$ cat src/rtl/div_ctrl_pkg.sv
// rtl/div_ctrl_pkg.sv - divide controller states, status bit indices and issue decode helper
package div_ctrl_pkg;

  typedef enum logic [2:0] {
    DIV_IDLE = 3'd0,
    DIV_PREP = 3'd1,
    DIV_ITER = 3'd2,
    DIV_FIX  = 3'd3,
    DIV_DONE = 3'd4
  } div_state_e;

  localparam int ST_DZ = 3;
  localparam int ST_V  = 2;
  localparam int ST_N  = 1;
  localparam int ST_Z  = 0;

  localparam int W_DOPC = 8;
  localparam int DDIV   = 3;

  // Decode side: a divide is issued when the slot is valid and the DDIV opcode bit is set.
  function automatic logic div_start(input logic v, input logic [W_DOPC-1:0] dopc);
    return v & dopc[DDIV];
  endfunction

endpackage

$ cat src/rtl/div_ctrl_div_step.sv
// rtl/div_ctrl_div_step.sv - one restoring radix-2 step on the packed {rem, quo} pair
module div_ctrl_div_step #(
  parameter int W_WORD = 32
) (
  input  logic [2*W_WORD-1:0] i_rq,
  input  logic [W_WORD-1:0]   i_divisor,
  output logic [2*W_WORD-1:0] o_rq
);

  logic [W_WORD:0] w_trial;
  logic [W_WORD:0] w_diff;
  logic            w_ge;

  // Shifted remainder needs one extra bit; a set MSB of the difference means a borrow.
  assign w_trial = i_rq[2*W_WORD-1:W_WORD-1];
  assign w_diff  = w_trial - {1'b0, i_divisor};
  assign w_ge    = ~w_diff[W_WORD];

  assign o_rq = w_ge ? {w_diff[W_WORD-1:0], i_rq[W_WORD-2:0], 1'b1}
                     : {w_trial[W_WORD-1:0], i_rq[W_WORD-2:0], 1'b0};

endmodule

$ cat src/rtl/div_ctrl.sv
// rtl/div_ctrl.sv - multi-cycle signed/unsigned divide controller with decode stall and write-back outputs
module div_ctrl
  import div_ctrl_pkg::*;
#(
  parameter int W_WORD   = 32,
  parameter int W_RD     = 5,
  parameter int W_STATUS = 4
) (
  input  logic                clk,
  input  logic                rst,
  input  logic                start_i,
  input  logic                signed_i,
  input  logic                rem_i,
  input  logic [W_WORD-1:0]   dest_i,
  input  logic [W_WORD-1:0]   src_i,
  input  logic [W_RD-1:0]     rd_name_i,
  input  logic                flush_i,
  output logic                stall_o,
  output logic                done_o,
  output logic [W_RD-1:0]     rd_name_o,
  output logic [W_WORD-1:0]   result_o,
  output logic [W_STATUS-1:0] status_o
);

  localparam int W_CNT = $clog2(W_WORD);

  div_state_e            r_state, w_next;
  logic [W_CNT-1:0]      r_cnt;
  logic [W_WORD-1:0]     r_dend, r_dsor;
  logic                  r_signed, r_rem, r_qneg, r_rneg;
  logic [W_RD-1:0]       r_rd;
  logic [2*W_WORD-1:0]   r_rq, w_rq_next;

  logic                  w_dend_neg, w_dsor_neg, w_is_dz, w_is_ov;
  logic [W_WORD-1:0]     w_abs_dend, w_abs_dsor, w_quo, w_rmd, w_sel;
  logic                  w_load, w_dz, w_v;
  logic [W_STATUS-1:0]   w_status;

  div_ctrl_div_step #(.W_WORD(W_WORD)) u_step (
    .i_rq      (r_rq),
    .i_divisor (r_dsor),
    .o_rq      (w_rq_next)
  );

  assign w_dend_neg = r_signed & r_dend[W_WORD-1];
  assign w_dsor_neg = r_signed & r_dsor[W_WORD-1];
  assign w_abs_dend = w_dend_neg ? -r_dend : r_dend;
  assign w_abs_dsor = w_dsor_neg ? -r_dsor : r_dsor;
  assign w_is_dz    = (r_dsor == '0);
  assign w_is_ov    = r_signed && (r_dend == {1'b1, {(W_WORD-1){1'b0}}}) && (r_dsor == '1);
  assign w_quo      = r_rq[W_WORD-1:0];
  assign w_rmd      = r_rq[2*W_WORD-1:W_WORD];

  assign stall_o = ((r_state == DIV_IDLE) && start_i) || (r_state == DIV_PREP) ||
                   (r_state == DIV_ITER) || (r_state == DIV_FIX);
  assign done_o  = (r_state == DIV_DONE);

  always_comb begin
    w_next = r_state;
    w_load = 1'b0;
    w_sel  = '0;
    w_dz   = 1'b0;
    w_v    = 1'b0;
    case (r_state)
      DIV_IDLE: if (start_i) w_next = DIV_PREP;
      DIV_PREP: begin
        if (w_is_dz) begin
          w_next = DIV_DONE;
          w_load = 1'b1;
          w_dz   = 1'b1;
          w_sel  = r_rem ? r_dend : '1;
        end else if (w_is_ov) begin
          w_next = DIV_DONE;
          w_load = 1'b1;
          w_v    = 1'b1;
          w_sel  = r_rem ? '0 : r_dend;
        end else begin
          w_next = DIV_ITER;
        end
      end
      DIV_ITER: if (r_cnt == '0) w_next = DIV_FIX;
      DIV_FIX: begin
        w_next = DIV_DONE;
        w_load = 1'b1;
        w_sel  = r_rem ? (r_rneg ? -w_rmd : w_rmd) : (r_qneg ? -w_quo : w_quo);
      end
      DIV_DONE: w_next = DIV_IDLE;
      default:  w_next = DIV_IDLE;
    endcase
    // A flush aborts everything, including the write-back of a result about to complete.
    if (flush_i) begin
      w_next = DIV_IDLE;
      w_load = 1'b0;
    end
  end

  always_comb begin
    w_status        = '0;
    w_status[ST_DZ] = w_dz;
    w_status[ST_V]  = w_v;
    w_status[ST_N]  = w_sel[W_WORD-1];
    w_status[ST_Z]  = (w_sel == '0);
  end

  always_ff @(posedge clk or negedge rst) begin
    if (!rst) r_state <= DIV_IDLE;
    else      r_state <= w_next;
  end

  always_ff @(posedge clk or negedge rst) begin
    if (!rst) begin
      r_cnt     <= '0;
      r_dend    <= '0;
      r_dsor    <= '0;
      r_signed  <= 1'b0;
      r_rem     <= 1'b0;
      r_qneg    <= 1'b0;
      r_rneg    <= 1'b0;
      r_rd      <= '0;
      r_rq      <= '0;
      result_o  <= '0;
      status_o  <= '0;
      rd_name_o <= '0;
    end else begin
      if ((r_state == DIV_IDLE) && start_i) begin
        r_dend   <= dest_i;
        r_dsor   <= src_i;
        r_signed <= signed_i;
        r_rem    <= rem_i;
        r_rd     <= rd_name_i;
      end
      if (r_state == DIV_PREP) begin
        r_rq   <= {{W_WORD{1'b0}}, w_abs_dend};
        r_dsor <= w_abs_dsor;
        r_qneg <= w_dend_neg ^ w_dsor_neg;
        r_rneg <= w_dend_neg;
        r_cnt  <= W_CNT'(W_WORD - 1);
      end
      if (r_state == DIV_ITER) begin
        r_rq  <= w_rq_next;
        r_cnt <= r_cnt - 1'b1;
      end
      if (w_load) begin
        result_o  <= w_sel;
        status_o  <= w_status;
        rd_name_o <= r_rd;
      end
    end
  end

endmodule

$ cat config.mk
export PLATFORM = sky130hd
export DESIGN_NAME = div_ctrl
export DESIGN_NICKNAME = d
export VERILOG_FILES = /design/src/rtl/div_ctrl_pkg.sv /design/src/rtl/div_ctrl_div_step.sv /design/src/rtl/div_ctrl.sv
export SDC_FILE = /design/constraint.sdc
export NUM_CORES = 1
export LEC_CHECK = 0
export CORE_AREA = 3 3 184 186
export CTS_BUF_LIST = sky130_fd_sc_hd__clkbuf_4
export DETAILED_ROUTE_END_ITERATION = 6
export DIE_AREA = 0 0 187 189
export PLACE_DENSITY = 0.61
export SLEW_MARGIN = 0
export SYNTH_ARGS = -nofsm -noshare
export SYNTH_HDL_FRONTEND = slang
export SYNTH_SLANG_ARGS = --single-unit
$ cat constraint.sdc
create_clock -name clk -period 4.2 [get_ports clk]
set_input_delay 0.42 -clock clk [delete_from_list [all_inputs] [get_ports clk]]
set_output_delay 0.42 -clock clk [all_outputs]
set_load 0.005 [all_outputs]
# Word level (Yosys, flattened, before mapping)
# Index checks and enable logic that the tools add are counted.
# totals
mem_count	0
latch_bits	0
out_inout_bits	43
mem_bits_ro	0
in_bits	75
ff_bits	186
ram_bits	0
# classes
add_sub_neg	6
n_lt_le_gt_ge	0
div	0
n_mul	0
bitwise_logic	3
reduce_logical	14
muxes	31
eq_ne	9
n_shift	0
# ops
operator	n
32-bit 2-to-1 mux	11
64-bit 2-to-1 mux	3
32-bit negation	4
32-bit == test (second input constant)	2
32-bit zero test	2
32-bit one-hot mux with 2 select lines	1
33-bit by 32-bit subtractor with 33-bit output	1
3-bit 2-to-1 mux	5
3-bit one-hot mux with 4 select lines	1
5-bit 2-to-1 mux	2
1-bit 2-to-1 mux	7
3-bit by 2-bit == test with 1-bit output (second input constant)	2
5-bit zero test	1
5-bit by 1-bit subtractor with 5-bit output (second input constant)	1
2-bit AND reduction	2
2-bit nonzero test	2
3-bit by 1-bit == test with 1-bit output (second input constant)	1
3-bit == test (second input constant)	1
1-bit logical AND	3
3-bit zero test	1
1-bit logical OR	3
3-bit by 2-bit != test with 1-bit output (second input constant)	1
3-bit != test (second input constant)	1
1-bit AND	2
3 further kinds	3

# Depth between registers and ports, before layout
# Gate-level depths: netlist of the first run.
# logic_depth
word_depth	7
mapped_depth	14

# Hierarchy
# A second synthesis of the first run with hierarchy kept.
# hier_totals
cells_unflattened	1647
hier_area_um2	13967.1
# modules_own_cells
module	area_per_inst_um2	cells_per_inst	n_inst
div_ctrl	11368.4	1311	1
div_ctrl_div_step	2598.7	336	1

# Worst setup path before layout of the first run
# Ideal clock, no wire load.
# synth_path
path_type	flip-flop to flip-flop
start	reg r_rq[31]
end	reg r_rq[54]
synth_period_minus_slack_ns	3.280
path_slack_ns	0.920
t_required_ns	4.074
setup_time_ns	0.126
stages_incl_launch_ff	15
t_arrival_ns	3.154
n_path_buf	1
path_cell_list	dfrtp_1 > inv_1 > ha_1 > inv_1 > fa_1 > a211oi_1 > o21bai_1 > a22oi_1 > a211oi_1 > a211oi_1 > xor2_1 > nand2b_1 > clkbuf_1 > nor2_1 > a221o_1
# synth_via
elab_chain_cells	3
# synth_rtl
element	line_no	source
start, declared	div_ctrl.sv:32	logic [2*W_WORD-1:0] r_rq, w_rq_next;
start signal, assigned	div_ctrl.sv:133	r_rq <= {{W_WORD{1'b0}}, w_abs_dend};
start signal, assigned	div_ctrl.sv:140	r_rq <= w_rq_next;
33-bit by 32-bit subtractor with 33-bit output	div_ctrl_div_step.sv:16	assign w_diff = w_trial - {1'b0, i_divisor};
64-bit 2-to-1 mux	div_ctrl_div_step.sv:19	assign o_rq = w_ge ? {w_diff[W_WORD-1:0], i_rq[W_WORD-2:0], 1'b1}
64-bit 2-to-1 mux	div_ctrl.sv:139	if (r_state == DIV_ITER) begin
# Every way passes these cells.
# A chain may end at the register's enable or synchronous reset.

# Worst setup path in the final report of the first run
# layout_path
start	reg r_rq[31]
end	reg r_rq[35]
# The elaborated chain is that of the path after synthesis.

==> results of run 1 <==
-- power by group through the flow --
stage	registers (mW)	logic, mW	clock network [mW]
2_1_floorplan	2.90	2.63	0
5_1_grt	3.32	3.96	1.15
3_5_place_dp	3.23	3.56	0
6_report	3.23	3.60	1.04
3_3_place_gp	3.22	3.51	0
4_1_cts	3.20	3.58	1.09
-- worst min-delay path, stage by stage --
cell	delay, ns
clkdlybuf4s50_1	0.39
nand2_1	0.05
o21ai_0	0.06
-- state kept, by name (all words and copies together) (netlist names), 3 cells and up --
signal     flops
r_rq          64
r_dend        32
r_dsor        32
result_o      31
r_cnt          5
r_rd           5
rd_name_o      5
status_o       4
r_state        3
-- worst max path at each step --
stage               startpoint        to  cells past startpoint
floorplan             r_rq[31]  r_rq[54]                     14
global placement      r_rq[31]  r_rq[54]                     13
detailed placement    r_rq[31]  r_rq[35]                     13
CTS                   r_rq[31]  r_rq[54]                     13
global route          r_rq[31]  r_rq[42]                     13
finish                r_rq[31]  r_rq[35]                     13
-- per-stage QoR --
step / util (%) / hold slack (ns) / total power, mW / worst slack [ns] / instances
floorplan: - / 0.1244 / 5.528 / 0.9198 / 1464
global route: 45.31 / 0.3025 / 8.433 / 0.2267 / 1989
finish: 45.31 / 0.3227 / 7.871 / 0.4332 / 1989
detailed placement: 44.38 / 0.4706 / 6.791 / 0.5028 / 1954
CTS: 45.30 / 0.2648 / 7.864 / 0.4936 / 1987
global placement: 44.38 / 0.4572 / 6.727 / 0.5511 / 1954
-- cell usage in the layout (no fill, tap or decap), drive strengths merged, types with 23 or more instances in the layout --
cell and n:
a21oi 90, a22oi 41, buf 27, clkdlybuf4s50 116, dfrtp 185, ha 39
inv 60, mux2 43, nand2 96, nand3 33, nor2 121, nor3 42
o21ai 129, o22ai 54, o31ai 26, or3 23, xnor2 46, xor2 62
-- routing by layer --
metal / track usage, % / vias to the layer above / routed length [um]
met5: 0 / - / 0
met3: 3.518 / 46 / 2477
met1: 33.66 / 5830 / 19340
li1: - / 5576 / -
met2: 34.26 / 449 / 18090
met4: 6.281 / 0 / 756
-- final cells by class --
type	instances	area [um^2]	share of cell area [%]
tap	442	553.0	3.761
inverter	53	198.9	1.353
clock buffer	17	127.6	0.8679
sequential	185	4629	31.48
timing repair buffer	145	1388	9.436
multi-input combinational	1130	7645	51.99
clock inverter	15	158.9	1.081
antenna	2	5.005	0.03403
-- kinds of logic after synthesis --
group,Yosys count,synth area share (%)
muxes,56,4.790
AOI/OAI and AO/OA,495,25.36
DFF,185,36.09
xor gates and xnor gates,108,7.375
adders and majority gates,40,3.961
buffers and inverters,149,4.770
and+or+nand+nor,431,17.65
-- repair_timing --
item                      4_1_cts  5_1_grt
gates resized for setup         0        0
hold endpoints to repair       75        0
hold buffers                    1        0
==> run_results.csv, run 1 <==
group,metric,value,unit
timing,slew_headroom,38.69,%
clock_network,clk_latency,0.65,ns
timing,finalHoldViolCount,0,
min_path,min_to,"r_dend[0]",
routing,routed_wirelength,40.67,mm
yosys,synth_top_area_cell,"dfrtp_1",
routing,post-route-drc-count,0,
timing,rsz0062_at_grt,"no",
placed_design,portBuffers,117,
floorplan,coreArea,32450,um^2
yosys,seq_area_frac_synth,36.09,%
floorplan,io_pins,118,
global_route,grt_pass1_wl,63.93,mm
critical_path,path_cells,"inv_1, ha_1, inv_1, fa_1, a211oi_1, o21bai_1, a22oi_1, a211oi_1, a211oi_1, xor2_4, buf_4, and2_1, a221o_1",
routing,route.antenna.remaining_nets,0,
yosys,ys_types,89,
placed_design,gp_congestion,0.9417,
routing,detail_route.iter0.violations,1010,
min_path,min-delay-start,"dest_i[0]",
pwr,p_switching,3.607,mW
job,maxCapViolations,0,
floorplan,initial_core_util,39.52,%
critical_path,timing_worst_setup_path_type,"reg2reg",
yosys,synth.most_common_cell,"dfrtp_1",
placed_design,placed_area,14400,um^2
global_route,gr-usage-all-layers,22.66,%
pwr,internal_power,4.264,mW
cells_and_area,drive_above_1_share,10.23,%
timing,worstMarginPinSlew,0.9175,ns
cells_and_area,postLayoutCellArea,14710,um^2
floorplan,die_w,187,um
floorplan,die_h,189,um
critical_path,worstSetupStartpointType,"flop",
global_route,antenna_found_initial,2,
critical_path,crit_family,"compound AO/OA/AOI/OAI gates",
timing,min_period,3.767,ns
critical_path,setup.worst_path.end_class,"flop",
outcome,status,"finished clean",
timing,skew,0.02715,ns
clock_network,cts_tree,"built",
critical_path,worst_path_largest_cell_delay,0.52,ns
yosys,synth_common_cells,"185 x dfrtp_1, 126 x o21ai_0, 120 x nor2_1, 96 x nand2_1, 90 x a21oi_1",
pwr,switching_share,45.82,%
pwr,ir_drop,227.6,uV
clock_network,cts_max_level,4,
cells_and_area,syn2layout_area_growth,14.65,%
cells_and_area,nNetsFinal,1647,
yosys,synth_nets,1579,
critical_path,critPathArrivalTime,4.32,ns
critical_path,reg2reg_slack,0.43,ns
cells_and_area,fillers,3161,
critical_path,cp_common_cell,"a211oi_1",
routing,firstDrtPassIters,6,
yosys,synthFlopType,"dfrtp_1",
floorplan,dieArea,35340,um^2
critical_path,cp_max_fo,18,
clock_network,cts_buffers,17,
placed_design,hpwl,29.89,mm
routing,vias_per_cell,5.983,
clock_network,clock_path_buffers,2,
critical_path,slowest_stage,"a211oi_1",
timing,max_freq,265.5,MHz
yosys,syn_area_per_cell,8.761,um^2
yosys,synthArstFlopShare,100.0,%
min_path,holdCritPathClass,"in2reg",
yosys,synth_top_area_share,36.09,%
critical_path,worstReg2RegStart,"r_rq[31]",
global_route,grt_pass1_vias,11130,
yosys,netlist_area,12830,um^2
pwr,leakage,6.004,nW
yosys,synthCells,1464,
floorplan,rows,66,
yosys,synth-seq-cells,185,
min_path,min_delay_path_depth,3,
global_route,grt_start_max_net_pins,79,
global_route,grt-ovfl-total,0,
routing,vias,11900,
clock_network,cts_num_sinks,185,
critical_path,r2r_cells,13,
yosys,synth_edf_count,0,
yosys,synth.area.top_cells,"dfrtp_1 36%, o21ai_0 4.9%, xor2_1 4.2%",
timing,setup_tns,0,ns
timing,finalSetupViolCount,0,
yosys,yosys_warnings,0,
pwr,p_comb_share,45.8,%
clock_network,cts.clk_slew.worst_paths,0.18,ns
pwr,powerDensity,535.3,nW/um^2
critical_path,worstPathRequired,4.75,ns
clock_network,cts_setup_buffers,0,
pwr,pwr-share-seq,41.0,%
critical_path,path_buf_inv,3,
timing,fin_crit_sh,89.69,%
critical_path,rr_endpoint,"r_rq[35]",
routing,wl_per_cell,20.45,um
clock_network,clockRootBuffer,"clkbuf_4",
timing,drv_slew,0,
pwr,pwr-share-clk,13.3,%
Power figures use the tool's default switching activity.
==> inputs of run 2 (changes only) <==
- CORE_AREA: 3 3 184 186 -> 3 3 179 181
- CTS_CLUSTER_DIAMETER: default -> 50
- DIE_AREA: 0 0 187 189 -> 0 0 182 184
- GPL_TIMING_DRIVEN: default -> 0
- PLACE_DENSITY: 0.61 -> 0.64
==> run 2 against run 1 <==
  * Total power grew 3.4%
  * Count of clock-buffer cells in the layout grew 1
  * Via count grew 4.4%
  * Global-route usage grew 3.4 points
==> run_results.csv, run 2 (same netlist as run 1, synthesis figures left out) <==
group,metric,value,unit
placed_design,hpwl,33.49,mm
cells_and_area,postLayoutCellArea,14870,um^2
global_route,use_met1,38.33,%
cells_and_area,largest_reg_flops,64,
clock_network,cts_tree,"built",
timing,min_period,3.955,ns
cells_and_area,final_cell_mix,"185 x dfrtp_1, 126 x o21ai_0, 120 x nor2_1",
cells_and_area,drive_above_1_share,9.418,%
clock_network,cts_num_sinks,185,
clock_network,clk_latency,0.67,ns
outcome,status,"finished clean",
critical_path,path_cells,"clkbuf_1, nor4_1, and4bb_1, nand3_1, o211ai_2, nand3b_2, inv_2, buf_2, buf_2, nand3_1, o21a_1",
floorplan,rows,64,
placed_design,gp_congestion,0.9612,
placed_design,placed_area,14530,um^2
timing,slew_headroom,27.79,%
cells_and_area,seq_area,4629,um^2
critical_path,rr_endpoint,"result_o[29]",
floorplan,die_w,182,um
min_path,holdCritPathClass,"in2reg",
routing,vias,12420,
clock_network,cts_setup_buffers,0,
timing,drv_slew,0,
cells_and_area,multi_input_comb_area,7605,um^2
global_route,grt_start_max_net_pins,108,
routing,wl_per_cell,21.92,um
critical_path,crit_start,"r_dend[8]",
placed_design,portBuffers,117,
timing,fin_crit_sh,94.16,%
clock_network,cts_max_level,4,
critical_path,timing_worst_setup_path_type,"reg2reg",
critical_path,slowest_stage,"nor4_1",
critical_path,worstSetupStartpointType,"flop",
routing,post-route-drc-count,0,
critical_path,worstPathRequired,4.75,ns
floorplan,dieArea,33490,um^2
routing,detail_route.iter0.violations,1379,
cells_and_area,fillers,3013,
global_route,top_usage_layer,"met2",
timing,max_freq,252.9,MHz
timing,skew,0.03443,ns
cells_and_area,layoutNonFillerInstCount,2012,
clock_network,cts.clk_slew.worst_paths,0.17,ns
routing,vias_per_cell,6.172,
global_route,antenna_found_initial,2,
timing,finalHoldViolCount,0,
global_route,grt_pass1_vias,11590,
global_route,gr-usage-all-layers,26.05,%
timing,worstMarginPinSlew,1.079,ns
routing,routed_wirelength,44.10,mm
global_route,grt_util_met2,39.13,%
cells_and_area,syn2layout_area_growth,15.90,%
clock_network,clockRootBuffer,"clkbuf_4",
global_route,grt-ovfl-total,0,
critical_path,setup.worst_path.end_class,"flop",
critical_path,endpoint,"result_o[29]",
critical_path,critPathArrivalTime,4.51,ns
cells_and_area,final_common_cell,"dfrtp_1",
critical_path,r2r_cells,11,
floorplan,die_h,184,um
routing,route.antenna.remaining_nets,0,
cells_and_area,top_regs,"r_rq: 64 flops, r_dend: 32 flops, r_dsor: 32 flops",
routing,firstDrtPassIters,6,
pwr,powerDensity,547.3,nW/um^2
global_route,use_met3,5.679,%
pwr,leakage,6.056,nW
job,maxCapViolations,0,
clock_network,cts_buffers,17,
floorplan,coreArea,30590,um^2
critical_path,reg2reg_slack,0.25,ns
pwr,ir_drop,327.3,uV
critical_path,worst_path_largest_cell_delay,0.53,ns
placed_design,dp.cells,1978,
critical_path,worstReg2RegStart,"r_dend[8]",
cells_and_area,largest-register,"r_rq",
floorplan,initial_core_util,41.93,%
timing,finalSetupViolCount,0,
cells_and_area,nNetsFinal,1716,
clock_network,clock_path_buffers,2,
floorplan,io_pins,118,
timing,rsz0062_at_grt,"no",
critical_path,cp_max_fo,10,
global_route,grt_pass1_wl,68.09,mm
run 2: cell count changes in the layout (fill, tap and decap cells not counted), moves of 2 or more:
cell and change:
inv_6 -2, buf_4 -26, buf_2 +13, buf_6 +4, clkbuf_2 +4, clkinv_4 -3
buf_1 +3, clkbuf_1 +69, clkinvlp_4 +5, clkbuf_4 +2
run 2: how the worst min path moves through the flow:
stage | to | slack (ns) | cells after the start | from
after floorplan | r_cnt[0] | 0.12 | 0 | rst
after global placement | result_o[23] | 0.45 | 2 | result_o[23]
after detailed placement | result_o[26] | 0.46 | 2 | result_o[26]
after CTS | r_dsor[0] | 0.26 | 3 | src_i[0]
after global routing | r_dsor[0] | 0.26 | 3 | src_i[0]
final | r_dsor[0] | 0.29 | 3 | src_i[0]
run 2: report_power, final:
group / total (mW) / internal (mW) / switching (mW) / leakage, nW
clock network: 1.12 / 0.373 / 0.743 / 0.143
logic: 3.89 / 1.66 / 2.23 / 3.61
registers: 3.13 / 2.34 / 0.785 / 2.30
run 2: worst max-delay path: cells and delay by family (launching register included):
family | cells | cell delay, ns
AND/OR/NAND/NOR | 5 | 1.95
AO/OA/AOI/OAI | 2 | 0.48
buffers and inverters | 4 | 1.02
flip-flops | 1 | 0.40
run 2: layout make-up:
type | instances | area share, %
tap | 396 | 3.333
buffer | 95 | 2.794
sequential | 185 | 31.14
clock buffer | 18 | 0.9090
antenna | 2 | 0.03367
multi-input combinational | 1130 | 51.16
clock inverter | 14 | 1.128
inverter | 53 | 1.338
timing repair buffer | 119 | 8.164
run 2: per-stage QoR:
stage | power [mW] | hold WS, ns | utilization [%] | setup slack [ns] | TNS, ns
floorplan | 5.528 | 0.1244 | - | 0.9198 | 0
global placement | 6.884 | 0.4508 | 47.38 | -5.271 | -970.88
detailed placement | 6.951 | 0.4601 | 47.50 | -0.06600 | -0.06600
CTS | 8.070 | 0.2618 | 48.51 | 0.06787 | 0
global route | 8.676 | 0.2558 | 48.59 | 0.1048 | 0
finish | 8.136 | 0.2944 | 48.60 | 0.2451 | 0
run 2: layer usage:
| layer | up-vias | share of wire [%] |
|---|---|---|
| met4 | 2 | 1.6 |
| met1 | 6090 | 46 |
| met5 | - | 0.016 |
| met3 | 54 | 8.4 |
| met2 | 549 | 44 |
| li1 | 5724 | - |
run 2: what timing repair did:
action                                 CTS  global route
hold buffers                             1             0
setup endpoints to repair                1            32
resized for setup                        0            10
endpoints found under the hold margin  106             0
pin swaps                                0             0
==> inputs of run 3 (changes only) <==
- RECOVER_POWER: default -> 25
- SKIP_LAST_GASP: default -> 1
- clock period: 4.2 -> 4.45 ns (I/O delays scaled with it)
==> run 3 against run 2 <==
  * The run now ends with capacitance limit, slew limit left
  * Non-clock buffer count up 1
  * Count of clock-buffer cells in the layout unchanged
  * Cell count unchanged
  * Largest cell class unchanged
  * Largest power group unchanged
==> run_results.csv, run 3 (same netlist as run 1, synthesis figures left out) <==
group,metric,value,unit
timing,worstMarginPinSlew,2.733,ns
floorplan,die_h,184,um
clock_network,clock_path_buffers,2,
routing,vias,12460,
critical_path,worstSetupStartpointType,"flop",
routing,post-route-drc-count,0,
outcome,violations,"capacitance limit, slew limit",
critical_path,reg2reg_slack,0.28,ns
clock_network,cts_buffers,17,
timing,finalHoldViolCount,0,
global_route,grt-ovfl-total,0,
cells_and_area,drive_above_1_share,9.102,%
job,maxCapViolations,1,
critical_path,crit_start,"r_rq[31]",
critical_path,setup.worst_path.end_class,"flop",
cells_and_area,largest-register,"r_rq",
floorplan,io_pins,118,
clock_network,cts_max_level,4,
critical_path,cp_max_fo,10,
timing,setup_tns,0,ns
floorplan,rows,64,
global_route,gr-usage-all-layers,26.06,%
cells_and_area,top_regs,"r_rq: 64 flops, r_dend: 32 flops, r_dsor: 32 flops",
global_route,grt_pass1_wl,68.12,mm
pwr,powerDensity,518.0,nW/um^2
cells_and_area,nNetsFinal,1717,
clock_network,clk_latency,0.67,ns
clock_network,cts_num_sinks,185,
critical_path,critPathArrivalTime,4.71,ns
routing,vias_per_cell,6.195,
critical_path,rr_endpoint,"r_rq[54]",
cells_and_area,final_cell_mix,"185 x dfrtp_1, 126 x o21ai_0, 120 x nor2_1",
global_route,grt_pass1_vias,11590,
placed_design,gp_congestion,0.9612,
critical_path,r2r_cells,14,
global_route,grt_start_max_net_pins,108,
clock_network,clockRootBuffer,"clkbuf_4",
routing,detail_route.iter0.violations,1408,
timing,fin_crit_sh,93.73,%
timing,slew_headroom,-82.17,%
routing,route.antenna.remaining_nets,0,
cells_and_area,largest_reg_flops,64,
timing,min_period,4.171,ns
critical_path,timing_worst_setup_path_type,"reg2reg",
timing,drv_slew,107,
global_route,antenna_found_initial,2,
critical_path,worstReg2RegStart,"r_rq[31]",
cells_and_area,syn2layout_area_growth,15.68,%
floorplan,dieArea,33490,um^2
critical_path,worstPathRequired,4.99,ns
placed_design,portBuffers,117,
routing,routed_wirelength,44.20,mm
timing,rsz0062_at_grt,"no",
placed_design,hpwl,33.49,mm
outcome,status,"complete, but fails checks",
floorplan,initial_core_util,41.93,%
cells_and_area,post-route-util,48.50,%
timing,whs,0.3211,ns
timing,max_freq,239.7,MHz
min_path,holdCritPathClass,"in2reg",
pwr,leakage,6.044,nW
cells_and_area,fillers,3016,
critical_path,endpoint,"r_rq[54]",
routing,firstDrtPassIters,6,
clock_network,cts.clk_slew.worst_paths,0.17,ns
routing,wl_per_cell,21.97,um
clock_network,cts_tree,"built",
floorplan,die_w,182,um
floorplan,coreArea,30590,um^2
timing,skew,0.03758,ns
cells_and_area,final_common_cell,"dfrtp_1",
pwr,ir_drop,308.6,uV
timing,finalSetupViolCount,0,
[run 3: cell count changes in the layout (fill, tap and decap cells not counted), sizes merged]
| cell | change |
|---|---|
| clkbuf | +1 |
| diode | -1 |
[run 3: power by group]
group          internal (mW)  switching, mW  total, mW
clock network          0.352          0.704       1.06
logic                   1.57           2.10       3.67
registers               2.21          0.744       2.96
total                   4.13           3.55       7.68
[run 3: per-layer routing]
layer | vias to the layer above | global-route usage [%] | share of wire, %
met5 | - | 0 | 0.016
met4 | 2 | 6.307 | 1.8
met3 | 63 | 5.679 | 8.3
met2 | 557 | 39.11 | 44
met1 | 6114 | 38.38 | 46
li1 | 5728 | - | -
[run 3: layout make-up]
cell class,instances,area (um^2),share of cell area (%)
tap,396,495.5,3.340
timing repair buffer,119,1204,8.113
sequential,185,4629,31.20
clock inverter,14,167.7,1.130
buffer,96,414.1,2.791
antenna,1,2.502,0.01687
inverter,53,198.9,1.341
clock buffer,18,135.1,0.9108
multi-input combinational,1130,7590,51.16
[run 3: repair_timing]
action,CTS,global route
endpoints found under the hold margin,106,0
buffers inserted,0,0
resized for setup,0,2
hold buffers,1,0
setup endpoints to repair,0,7
[run 3: worst min-delay path by stage]
stage / start / end / slack, ns / cells past startpoint
2_1_floorplan: rst / r_cnt[0] / 0.15 / 0
3_3_place_gp: result_o[23] / result_o[23] / 0.45 / 2
3_5_place_dp: result_o[26] / result_o[26] / 0.46 / 2
4_1_cts: src_i[0] / r_dsor[0] / 0.29 / 3
5_1_grt: src_i[0] / r_dsor[0] / 0.28 / 3
6_report: src_i[0] / r_dsor[0] / 0.32 / 3
[run 3: metrics by stage]
step | std cells | power (mW) | worst slack (ns) | area [um^2]
after floorplan | 1464 | 5.217 | 1.170 | 12830
after global placement | 1977 | 6.497 | -5.046 | 14490
after detailed placement | 1978 | 6.561 | 0.1840 | 14530
after CTS | 2011 | 7.617 | 0.1557 | 14840
after global routing | 2012 | 8.186 | 0.02466 | 14840
final | 2012 | 7.685 | 0.2788 | 14840
[run 3: worst max-delay path, cell delays in order (launching register included)]
cell and delay [ns]:
dfrtp_1 0.44, inv_1 0.19, ha_1 0.21, inv_1 0.06, fa_1 0.42, a211oi_1 0.30, o21bai_1 0.19, a22oi_1 0.45
a211oi_1 0.16, a211oi_1 0.34, xor2_1 0.43, nand2b_1 0.24, clkbuf_2 0.29, nor2_1 0.08, a221o_1 0.26
